$ cat src/rtl/mdu_div_sequencer_pkg.sv
// Shared RV32IM definitions: ALU and divide SELECT codes plus divider FSM states.
// Purely declarative; no latency, no flow control.
package mdu_div_sequencer_pkg;

    localparam logic [4:0] SEL_ADD  = 5'b00000;
    localparam logic [4:0] SEL_SUB  = 5'b00001;
    localparam logic [4:0] SEL_AND  = 5'b00010;
    localparam logic [4:0] SEL_OR   = 5'b00011;
    localparam logic [4:0] SEL_XOR  = 5'b00100;
    localparam logic [4:0] SEL_SLL  = 5'b00101;
    localparam logic [4:0] SEL_SRL  = 5'b00110;
    localparam logic [4:0] SEL_SRA  = 5'b00111;

    localparam logic [4:0] SEL_DIV  = 5'b11100;
    localparam logic [4:0] SEL_DIVU = 5'b11101;
    localparam logic [4:0] SEL_REM  = 5'b11110;
    localparam logic [4:0] SEL_REMU = 5'b11111;

    typedef enum logic [2:0] {
        ST_IDLE = 3'd0,
        ST_PREP = 3'd1,
        ST_CALC = 3'd2,
        ST_FIX  = 3'd3,
        ST_DONE = 3'd4
    } div_state_t;

    // All four divide codes share the 3'b111 prefix.
    function automatic logic is_div_sel(input logic [4:0] sel);
        return (sel | 5'b00011) == 5'b11111;
    endfunction

endpackage

$ cat src/rtl/mdu_div_sequencer_div_step.sv
// One restoring-division iteration, purely combinational.
// Zero latency; no flow control.
module div_step #(
    parameter int WIDTH = 32
) (
    input  logic [WIDTH-1:0] rem,
    input  logic [WIDTH-1:0] quo,
    input  logic [WIDTH-1:0] divisor,
    output logic [WIDTH-1:0] next_rem,
    output logic [WIDTH-1:0] next_quo
);

    logic [WIDTH:0] partial;
    logic [WIDTH:0] diff;

    // rem < divisor holds on entry, so a set top bit of diff always means a borrow.
    assign partial  = {rem, quo[WIDTH-1]};
    assign diff     = partial - {1'b0, divisor};
    assign next_rem = diff[WIDTH] ? partial[WIDTH-1:0] : diff[WIDTH-1:0];
    assign next_quo = {quo[WIDTH-2:0], ~diff[WIDTH]};

endmodule

$ cat src/rtl/mdu_div_sequencer.sv
// Multi-cycle signed/unsigned divider: 35 cycles start-to-DONE, 2 for div-by-zero/overflow.
// BUSY stalls the pipeline; START is only honoured in IDLE.
module mdu_div_sequencer
    import mdu_div_sequencer_pkg::*;
#(
    parameter int WIDTH = 32
) (
    input  logic             CLK,
    input  logic             RESET,
    input  logic             START,
    input  logic [4:0]       SELECT,
    input  logic [WIDTH-1:0] DATA1,
    input  logic [WIDTH-1:0] DATA2,
    output logic             BUSY,
    output logic             DONE,
    output logic [WIDTH-1:0] RESULT
);

    div_state_t       state, state_nxt;
    logic [1:0]       op;
    logic [WIDTH-1:0] rem, quo, dvsr;
    logic [WIDTH-1:0] step_rem, step_quo;
    logic [5:0]       cnt;
    logic             neg_q, neg_r;
    logic             op_signed, op_quot, div_zero, ovf, last_step;

    div_step #(.WIDTH(WIDTH)) u_div_step (
        .rem      (rem),
        .quo      (quo),
        .divisor  (dvsr),
        .next_rem (step_rem),
        .next_quo (step_quo)
    );

    assign op_signed = ~op[0];
    assign op_quot   = ~op[1];
    assign div_zero  = (dvsr == '0);
    assign ovf       = op_signed && (quo == {1'b1, {(WIDTH-1){1'b0}}}) && (dvsr == '1);
    assign last_step = (cnt == 6'(WIDTH-1));

    always_comb begin
        state_nxt = state;
        BUSY      = 1'b0;
        DONE      = 1'b0;
        case (state)
            ST_IDLE: if (START && is_div_sel(SELECT)) state_nxt = ST_PREP;
            ST_PREP: begin
                BUSY      = 1'b1;
                state_nxt = (div_zero || ovf) ? ST_DONE : ST_CALC;
            end
            ST_CALC: begin
                BUSY = 1'b1;
                if (last_step) state_nxt = ST_FIX;
            end
            ST_FIX: begin
                BUSY      = 1'b1;
                state_nxt = ST_DONE;
            end
            ST_DONE: begin
                DONE      = 1'b1;
                state_nxt = ST_IDLE;
            end
            default: state_nxt = ST_IDLE;
        endcase
    end

    always_ff @(posedge CLK) begin
        if (RESET) state <= ST_IDLE;
        else       state <= state_nxt;
    end

    always_ff @(posedge CLK) begin
        if (RESET) begin
            op     <= '0;
            rem    <= '0;
            quo    <= '0;
            dvsr   <= '0;
            cnt    <= '0;
            neg_q  <= 1'b0;
            neg_r  <= 1'b0;
            RESULT <= '0;
        end else begin
            case (state)
                ST_IDLE: if (state_nxt == ST_PREP) begin
                    op   <= SELECT[1:0];
                    quo  <= DATA1;
                    dvsr <= DATA2;
                end
                ST_PREP: begin
                    // quo still holds the raw dividend here.
                    if (div_zero) begin
                        RESULT <= op_quot ? '1 : quo;
                    end else if (ovf) begin
                        RESULT <= op_quot ? quo : '0;
                    end else begin
                        neg_q <= op_signed & (quo[WIDTH-1] ^ dvsr[WIDTH-1]);
                        neg_r <= op_signed & quo[WIDTH-1];
                        if (op_signed && quo[WIDTH-1])  quo  <= -quo;
                        if (op_signed && dvsr[WIDTH-1]) dvsr <= -dvsr;
                        rem <= '0;
                        cnt <= '0;
                    end
                end
                ST_CALC: begin
                    rem <= step_rem;
                    quo <= step_quo;
                    cnt <= cnt + 6'd1;
                end
                ST_FIX: begin
                    if (op_quot) RESULT <= neg_q ? -quo : quo;
                    else         RESULT <= neg_r ? -rem : rem;
                end
                default: ;
            endcase
        end
    end

endmodule

$ cat config.mk
export PLATFORM = sky130hd
export DESIGN_NAME = mdu_div_sequencer
export DESIGN_NICKNAME = d
export VERILOG_FILES = /design/src/rtl/mdu_div_sequencer_pkg.sv /design/src/rtl/mdu_div_sequencer_div_step.sv /design/src/rtl/mdu_div_sequencer.sv
export SDC_FILE = /design/constraint.sdc
export NUM_CORES = 1
export LEC_CHECK = 0
export ABC_CLOCK_PERIOD_IN_PS = 7600
export BUFFER_PORTS_ARGS = -buffer_cell sky130_fd_sc_hd__buf_4
export CAP_MARGIN = 0
export CORE_AREA = 2 2 179 181
export CTS_BUF_LIST = sky130_fd_sc_hd__clkbuf_2
export DETAILED_ROUTE_END_ITERATION = 16
export DIE_AREA = 0 0 181 183
export HOLD_SLACK_MARGIN = 0.02
export SLEW_MARGIN = 20
export SYNTH_ARGS = -nofsm -noshare
export SYNTH_HDL_FRONTEND = slang
export SYNTH_HIERARCHICAL = 1
export SYNTH_SLANG_ARGS = --single-unit
$ cat constraint.sdc
create_clock -name CLK -period 7.6 [get_ports CLK]
set_input_delay 1.52 -clock CLK [delete_from_list [all_inputs] [get_ports CLK]]
set_output_delay 1.52 -clock CLK [all_outputs]
set_load 0.01 [all_outputs]
==> results of run 1 <==
[layout make-up]
cell class	instances	share of cell area [%]
diodes	1	0.01986
well taps	402	3.992
inverters	57	1.758
clock buffers	17	0.6752
repair buffers	123	7.328
clock inverters	14	1.142
flip-flops and latches	141	22.40
multi-input cells	1233	62.69
[registers in the layout, indices dropped and copies added, names as in the netlist]
register,flops
state,3
cnt,6
op,2
neg_r,1
RESULT,32
rem,32
dvsr,32
neg_q,1
quo,32
[per-layer routing]
metal / track usage, % / part of all wire, % / vias to the layer above
met4: 10.02 / 3.5 / 0
met2: 40.29 / 46 / 570
met3: 4.627 / 7.8 / 79
met1: 32.87 / 43 / 5894
li1: - / - / 5792
met5: 0 / 0 / -
[cells by family (layout without fill, tap and decap cells)]
kind of cell / Yosys count / count (layout) / share of synthesized area, %
buf+inv: 201 / 211 / 8.489
compound gates: 498 / 498 / 29.26
xor+xnor: 80 / 80 / 6.002
flops: 141 / 141 / 24.18
other cells: 0 / 1 / 0
fa+ha+maj: 40 / 40 / 4.309
simple gates: 585 / 585 / 24.22
mux: 30 / 30 / 3.537
[how the worst max path moves through the flow]
stage	start	to	cells past startpoint
global placement	dvsr[1]	RESULT[28]	9
floorplan	quo[31]	rem[10]	17
global route	dvsr[1]	RESULT[21]	9
detailed placement	dvsr[1]	RESULT[28]	9
finish	dvsr[1]	RESULT[23]	9
CTS	dvsr[1]	RESULT[23]	9
[cells in the mapped netlist, drive strengths merged, types with 5 or more instances]
cell	count
nor4	19
nand4	21
ha	37
o32ai	20
nand3	72
a222oi	19
o2bb2ai	5
a221oi	9
or4	17
and2	6
or2	8
a22oi	10
a311oi	6
nand2b	19
o21a	13
dfxtp	141
nand2	169
o21ai	88
inv	57
clkbuf	87
or3	24
a21o	17
and3	9
o22ai	10
mux2	23
o31ai	26
mux2i	7
nor2	143
a22o	9
nor3	55
a21oi	148
o211ai	25
o211a	5
xor2	37
o2111ai	7
a31oi	17
buf	57
o41ai	5
a211oi	24
xnor2	43
[worst reg2reg max path: stages, from the launching register on]
cell and delay, ps:
dfxtp_1 430, inv_1 90, ha_1 180, or3b_2 490
or4b_4 530, or4_1 700, o22ai_2 670, or2b_1 520
nor2_1 300, a32o_1 270
[where the power goes]
group	internal, mW	switching (mW)
Clock	0.150	0.321
Sequential	0.756	0.0349
Combinational	0.302	0.423
Total	1.21	0.779
==> impl_metrics.py, run 1 <==
metrics = {
    "run_status": {
        "status": "completed",
    },
    "die": {
        "core_region_area_um2": 31230,
        "dieArea_um2": 33120,
        "rows": 65,
        "fp.dieH_um": 183,
        "die_x_um": 181,
        "initial_core_util_pct": 37.38,
        "pin_count": 106,
    },
    "min_path": {
        "holdCritPathClass": "reg2reg",
        "worstHoldStart": "RESULT[29]",
        "min_to": "RESULT[29]",
        "min_path_cells": 1,
    },
    "placed_design": {
        "place_hpwl_um": 30990,
        "place_inst": 1956,
        "post-place-ws_ps": 3470,
        "dpl_cell_area_um2": 12370,
        "io_buffers": 105,
        "gp_congestion": 1.012,
    },
    "yosys": {
        "yosysTopAreaCell": "dfxtp_1",
        "ys_warn_count": 6,
        "ys_async_sr_fraction_pct": 0,
        "synth.area.top_cells": "dfxtp_1 24%, a21oi_1 6.0%, nand2_1 5.4%, nor2_1 4.5%, ha_1 4.0%",
        "synth_area_um2": 11670,
        "synth_edf_count": 0,
        "synth_nets": 1685,
        "ys_seq_area_share_pct": 24.18,
        "synthCells": 1575,
        "synth_flop_cell": "dfxtp_1",
        "synth-seq-cells": 141,
        "ys_types": 95,
        "post-synth-top-area-fraction_pct": 24.18,
        "synth_area_per_cell_um2": 7.412,
    },
    "worst_setup_path": {
        "cp.arrival_ps": 4940,
        "worstPathCellList": "inv_1 > ha_1 > or3b_2 > or4b_4 > or4_1 > o22ai_2 > or2b_1 > nor2_1 > a32o_1",
        "cp_slowest_cell": "or4_1",
        "r2r-end": "RESULT[23]",
        "critPathKind": "reg2reg",
        "r2r_start": "dvsr[1]",
        "critPathRequiredTime_ps": 8300,
        "ff2ff_setup_slack_ps": 3370,
        "reg2regPathDepth": 9,
        "critPathBufInv": 1,
        "path_max_fanout": 13,
        "crit_family": "simple AND/OR/NAND/NOR gates",
        "startpoint_type": "flop",
        "slowest_delay_ps": 700,
        "endpoint_kind": "flop",
    },
    "cts": {
        "root_buffer": "clkbuf_2",
        "cts_tree": "yes",
        "path_clk_slew_ps": 230,
        "hold_buffers": 0,
        "clkLatencyLatePin_ps": 790,
        "cts_sinks": 141,
        "post_cts_resized": 0,
        "htree_levels": 4,
        "cts_buffers": 17,
        "postCtsSetupRepairBufs": 0,
        "cts_buffer_depth": 2,
    },
    "sta": {
        "max_freq_mhz": 236.2,
        "period_minus_slack_ps": 4233,
        "fin_setup_tns_ps": 0,
        "relSlewSlack_pct": 22.85,
        "skew_ps": 42.82,
        "drv_slew": 0,
        "rsz0062_at_grt": "no",
        "hold_viol_final": 0,
        "worst_hold_slack_ps": 494.4,
        "worst_pin_slew_ps": 1150,
        "fin_ws_ps": 3367,
        "setup_viol": 0,
        "finalCritPeriodShare_pct": 55.70,
    },
    "drt": {
        "dr.pass1.iters": 6,
        "num_vias": 12335,
        "drt-total-wl_um": 42210,
        "ant_nets": 0,
        "wl_per_cell_um": 21.23,
        "drc_errors": 0,
        "drt-vias-per-instance": 6.205,
        "drt_iter0_drc": 1409,
    },
    "layout": {
        "layout_commonest_cell": "nand2_1",
        "fillers": 3274,
        "multiInputGateArea_um2": 7899,
        "regArea_um2": 2823,
        "final-instance-count-excl-fill": 1988,
        "fin_nets": 1683,
        "fin_area_um2": 12600,
        "area_growth_pct": 7.942,
        "drive_above_1_share_pct": 14.38,
        "final_cell_mix": "168 x nand2_1, 141 x dfxtp_1, 140 x nor2_1, 140 x a21oi_1, 123 x buf_4",
        "fin_util_pct": 40.35,
    },
    "power": {
        "vdd_drop_max_uv": 84.54,
        "power.total_mw": 1.988,
        "p_leak_nw": 4.822,
        "power.density_nw_per_um2": 157.7,
    },
    "job": {
        "maxCapViolCount": 0,
    },
    "global_route": {
        "grt_pass1_wl_um": 65250,
        "grtUsageTotal_pct": 24.92,
        "grt_pass1_vias": 11453,
        "grt_start_max_net_pins": 94,
        "antenna_found_initial": 1,
        "grt-ovfl-total": 0,
    },
}
No activity file was read; power rests on OpenSTA's default activity.
==> inputs of run 2 (changes only) <==
--- a/config.mk
+++ b/config.mk
@@ -5,7 +5,7 @@
 export SDC_FILE = /design/constraint.sdc
 export NUM_CORES = 1
 export LEC_CHECK = 0
-export ABC_CLOCK_PERIOD_IN_PS = 7600
+export ABC_CLOCK_PERIOD_IN_PS = 4000
 export BUFFER_PORTS_ARGS = -buffer_cell sky130_fd_sc_hd__buf_4
 export CAP_MARGIN = 0
 export CORE_AREA = 2 2 179 181
==> constraint.sdc (replaced) <==
create_clock -name CLK -period 4 [get_ports CLK]
set_input_delay 0.8 -clock CLK [delete_from_list [all_inputs] [get_ports CLK]]
set_output_delay 0.8 -clock CLK [all_outputs]
set_load 0.01 [all_outputs]
==> run 2 against run 1 <==
- core utilization grew 1.0 points
- register-to-register slack lost 3100 ps
- non-clock buffer count grew 38
- die area is the same
- clock power grew 100%
- clock skew grew 12 ps
- wire length grew 3.3%
- hold slack lost 270 ps
- count of clock-buffer cells in the layout is the same
- via count grew 1.4%
- global-route usage grew 0.65 points
- worst setup slack lost 3100 ps
- largest cell class unchanged
==> impl_metrics.py, run 2 (synthesis results as in run 1) <==
metrics = {
    "run_status": {
        "status": "completed",
    },
    "worst_setup_path": {
        "critPathRequiredTime_ps": 4710,
        "cp_common_cell": "buf_4",
        "crit_start": "dvsr[0]",
        "cp.arrival_ps": 4410,
        "r2r_start": "dvsr[0]",
        "critPathKind": "reg2reg",
        "endpoint_kind": "flop",
        "slowest_delay_ps": 700,
        "worstPathCellList": "inv_1 > ha_1 > or3b_2 > or4b_4 > or4_1 > o22ai_2 > buf_4 > or2b_1 > buf_4 > nor2_1 > a211oi_1",
        "cp_slowest_cell": "or4_1",
        "path_max_fanout": 10,
        "startpoint_type": "flop",
    },
    "sta": {
        "worst_hold_slack_ps": 227.0,
        "worst_pin_slew_ps": 1081,
        "fin_ws_ps": 303.4,
        "relSlewSlack_pct": 27.96,
        "max_freq_mhz": 270.5,
        "period_minus_slack_ps": 3697,
        "drv_slew": 0,
        "setup_viol": 0,
        "fin_setup_tns_ps": 0,
        "hold_viol_final": 0,
        "finalCritPeriodShare_pct": 92.42,
        "rsz0062_at_grt": "no",
        "skew_ps": 54.61,
    },
    "power": {
        "seqPwrFrac_pct": 38.5,
        "power.density_nw_per_um2": 299.6,
        "p_sw_share_pct": 39.67,
        "power.total_mw": 3.870,
        "vdd_drop_max_uv": 179.7,
        "p_switching_mw": 1.535,
        "clkPwrFrac_pct": 24.5,
        "comb_power_share_pct": 37.0,
        "p_int_mw": 2.335,
        "p_leak_nw": 5.033,
    },
    "placed_design": {
        "gp_congestion": 0.9812,
        "io_buffers": 105,
        "post-place-ws_ps": 373.5,
        "place_hpwl_um": 32380,
        "place_inst": 1994,
        "dpl_cell_area_um2": 12660,
    },
    "cts": {
        "clkLatencyLatePin_ps": 820,
        "root_buffer": "clkbuf_2",
        "cts_buffer_depth": 2,
        "path_clk_slew_ps": 240,
        "cts_buffers": 17,
        "post_cts_resized": 0,
        "hold_buffers": 0,
        "cts_sinks": 141,
        "htree_levels": 4,
        "cts_tree": "yes",
        "postCtsSetupRepairBufs": 0,
    },
    "die": {
        "fp.dieH_um": 183,
        "dieArea_um2": 33120,
        "die_x_um": 181,
        "initial_core_util_pct": 37.38,
        "core_region_area_um2": 31230,
        "rows": 65,
        "pin_count": 106,
    },
    "global_route": {
        "grt_pass1_wl_um": 67010,
        "grt-ovfl-total": 0,
        "grt_start_max_net_pins": 62,
        "grtUsageTotal_pct": 25.58,
        "grt_pass1_vias": 11444,
        "antenna_found_initial": 1,
    },
    "job": {
        "maxCapViolCount": 0,
    },
    "drt": {
        "dr.pass1.iters": 6,
        "drt-vias-per-instance": 6.169,
        "drt-total-wl_um": 43590,
        "num_vias": 12511,
        "drc_errors": 0,
        "ant_nets": 0,
        "drt_iter0_drc": 1322,
        "wl_per_cell_um": 21.49,
    },
    "min_path": {
        "holdCritPathClass": "in2reg",
        "worstHoldStart": "DATA2[17]",
    },
    "layout": {
        "drive_above_1_share_pct": 16.32,
        "fillers": 3352,
        "area_growth_pct": 10.65,
        "final-instance-count-excl-fill": 2028,
        "layout_commonest_cell": "nand2_1",
        "fin_nets": 1721,
        "fin_util_pct": 41.36,
        "fin_area_um2": 12920,
        "final_cell_mix": "168 x nand2_1, 160 x buf_4, 141 x dfxtp_1",
    },
}
run 2: critical path, delay by kind of cell (launching register included):
family / cells / cell delay (ps)
AO/OA/AOI/OAI: 2 / 490
adder cells (fa/ha/maj): 1 / 190
buffers and inverters: 3 / 540
flip-flops: 1 / 430
AND/OR/NAND/NOR: 5 / 1970
run 2: path summary, 6_finish.rpt:
path	endpoint	slack, ps	cells after the start
hold / removal	dvsr[17]	230	3
setup reg to reg	RESULT[0]	300	11
setup / recovery	RESULT[0]	300	11
hold reg to reg	cnt[1]	520	2
run 2: per-layer routing:
| metal | vias to the layer above | GRT usage [%] | wire length (µm) |
|---|---|---|---|
| met4 | 0 | 9.789 | 1525 |
| met3 | 86 | 3.634 | 2851 |
| met2 | 537 | 42.12 | 20270 |
| met1 | 6011 | 33.99 | 18940 |
| li1 | 5877 | - | - |
| met5 | - | 0 | 0 |
run 2: final cells by class:
cell class	instances	area, µm²	share of cell area [%]
Timing Repair Buffer	161	1221	9.454
Antenna cell	2	5.005	0.03874
Tap cell	402	503.0	3.894
Clock buffer	17	85.08	0.6587
Multi-Input combinational cell	1233	7899	61.15
Sequential cell	141	2823	21.85
Clock inverter	15	160.2	1.240
Inverter	57	221.5	1.714
run 2: power groups by stage:
stage	Clock, mW	Sequential [mW]	Combinational [mW]
6_report	0.946	1.49	1.43
5_1_grt	1.02	1.50	1.54
4_1_cts	0.957	1.49	1.41
3_5_place_dp	0	1.51	1.40
3_3_place_gp	0	1.51	1.40
2_1_floorplan	0	1.49	1.10
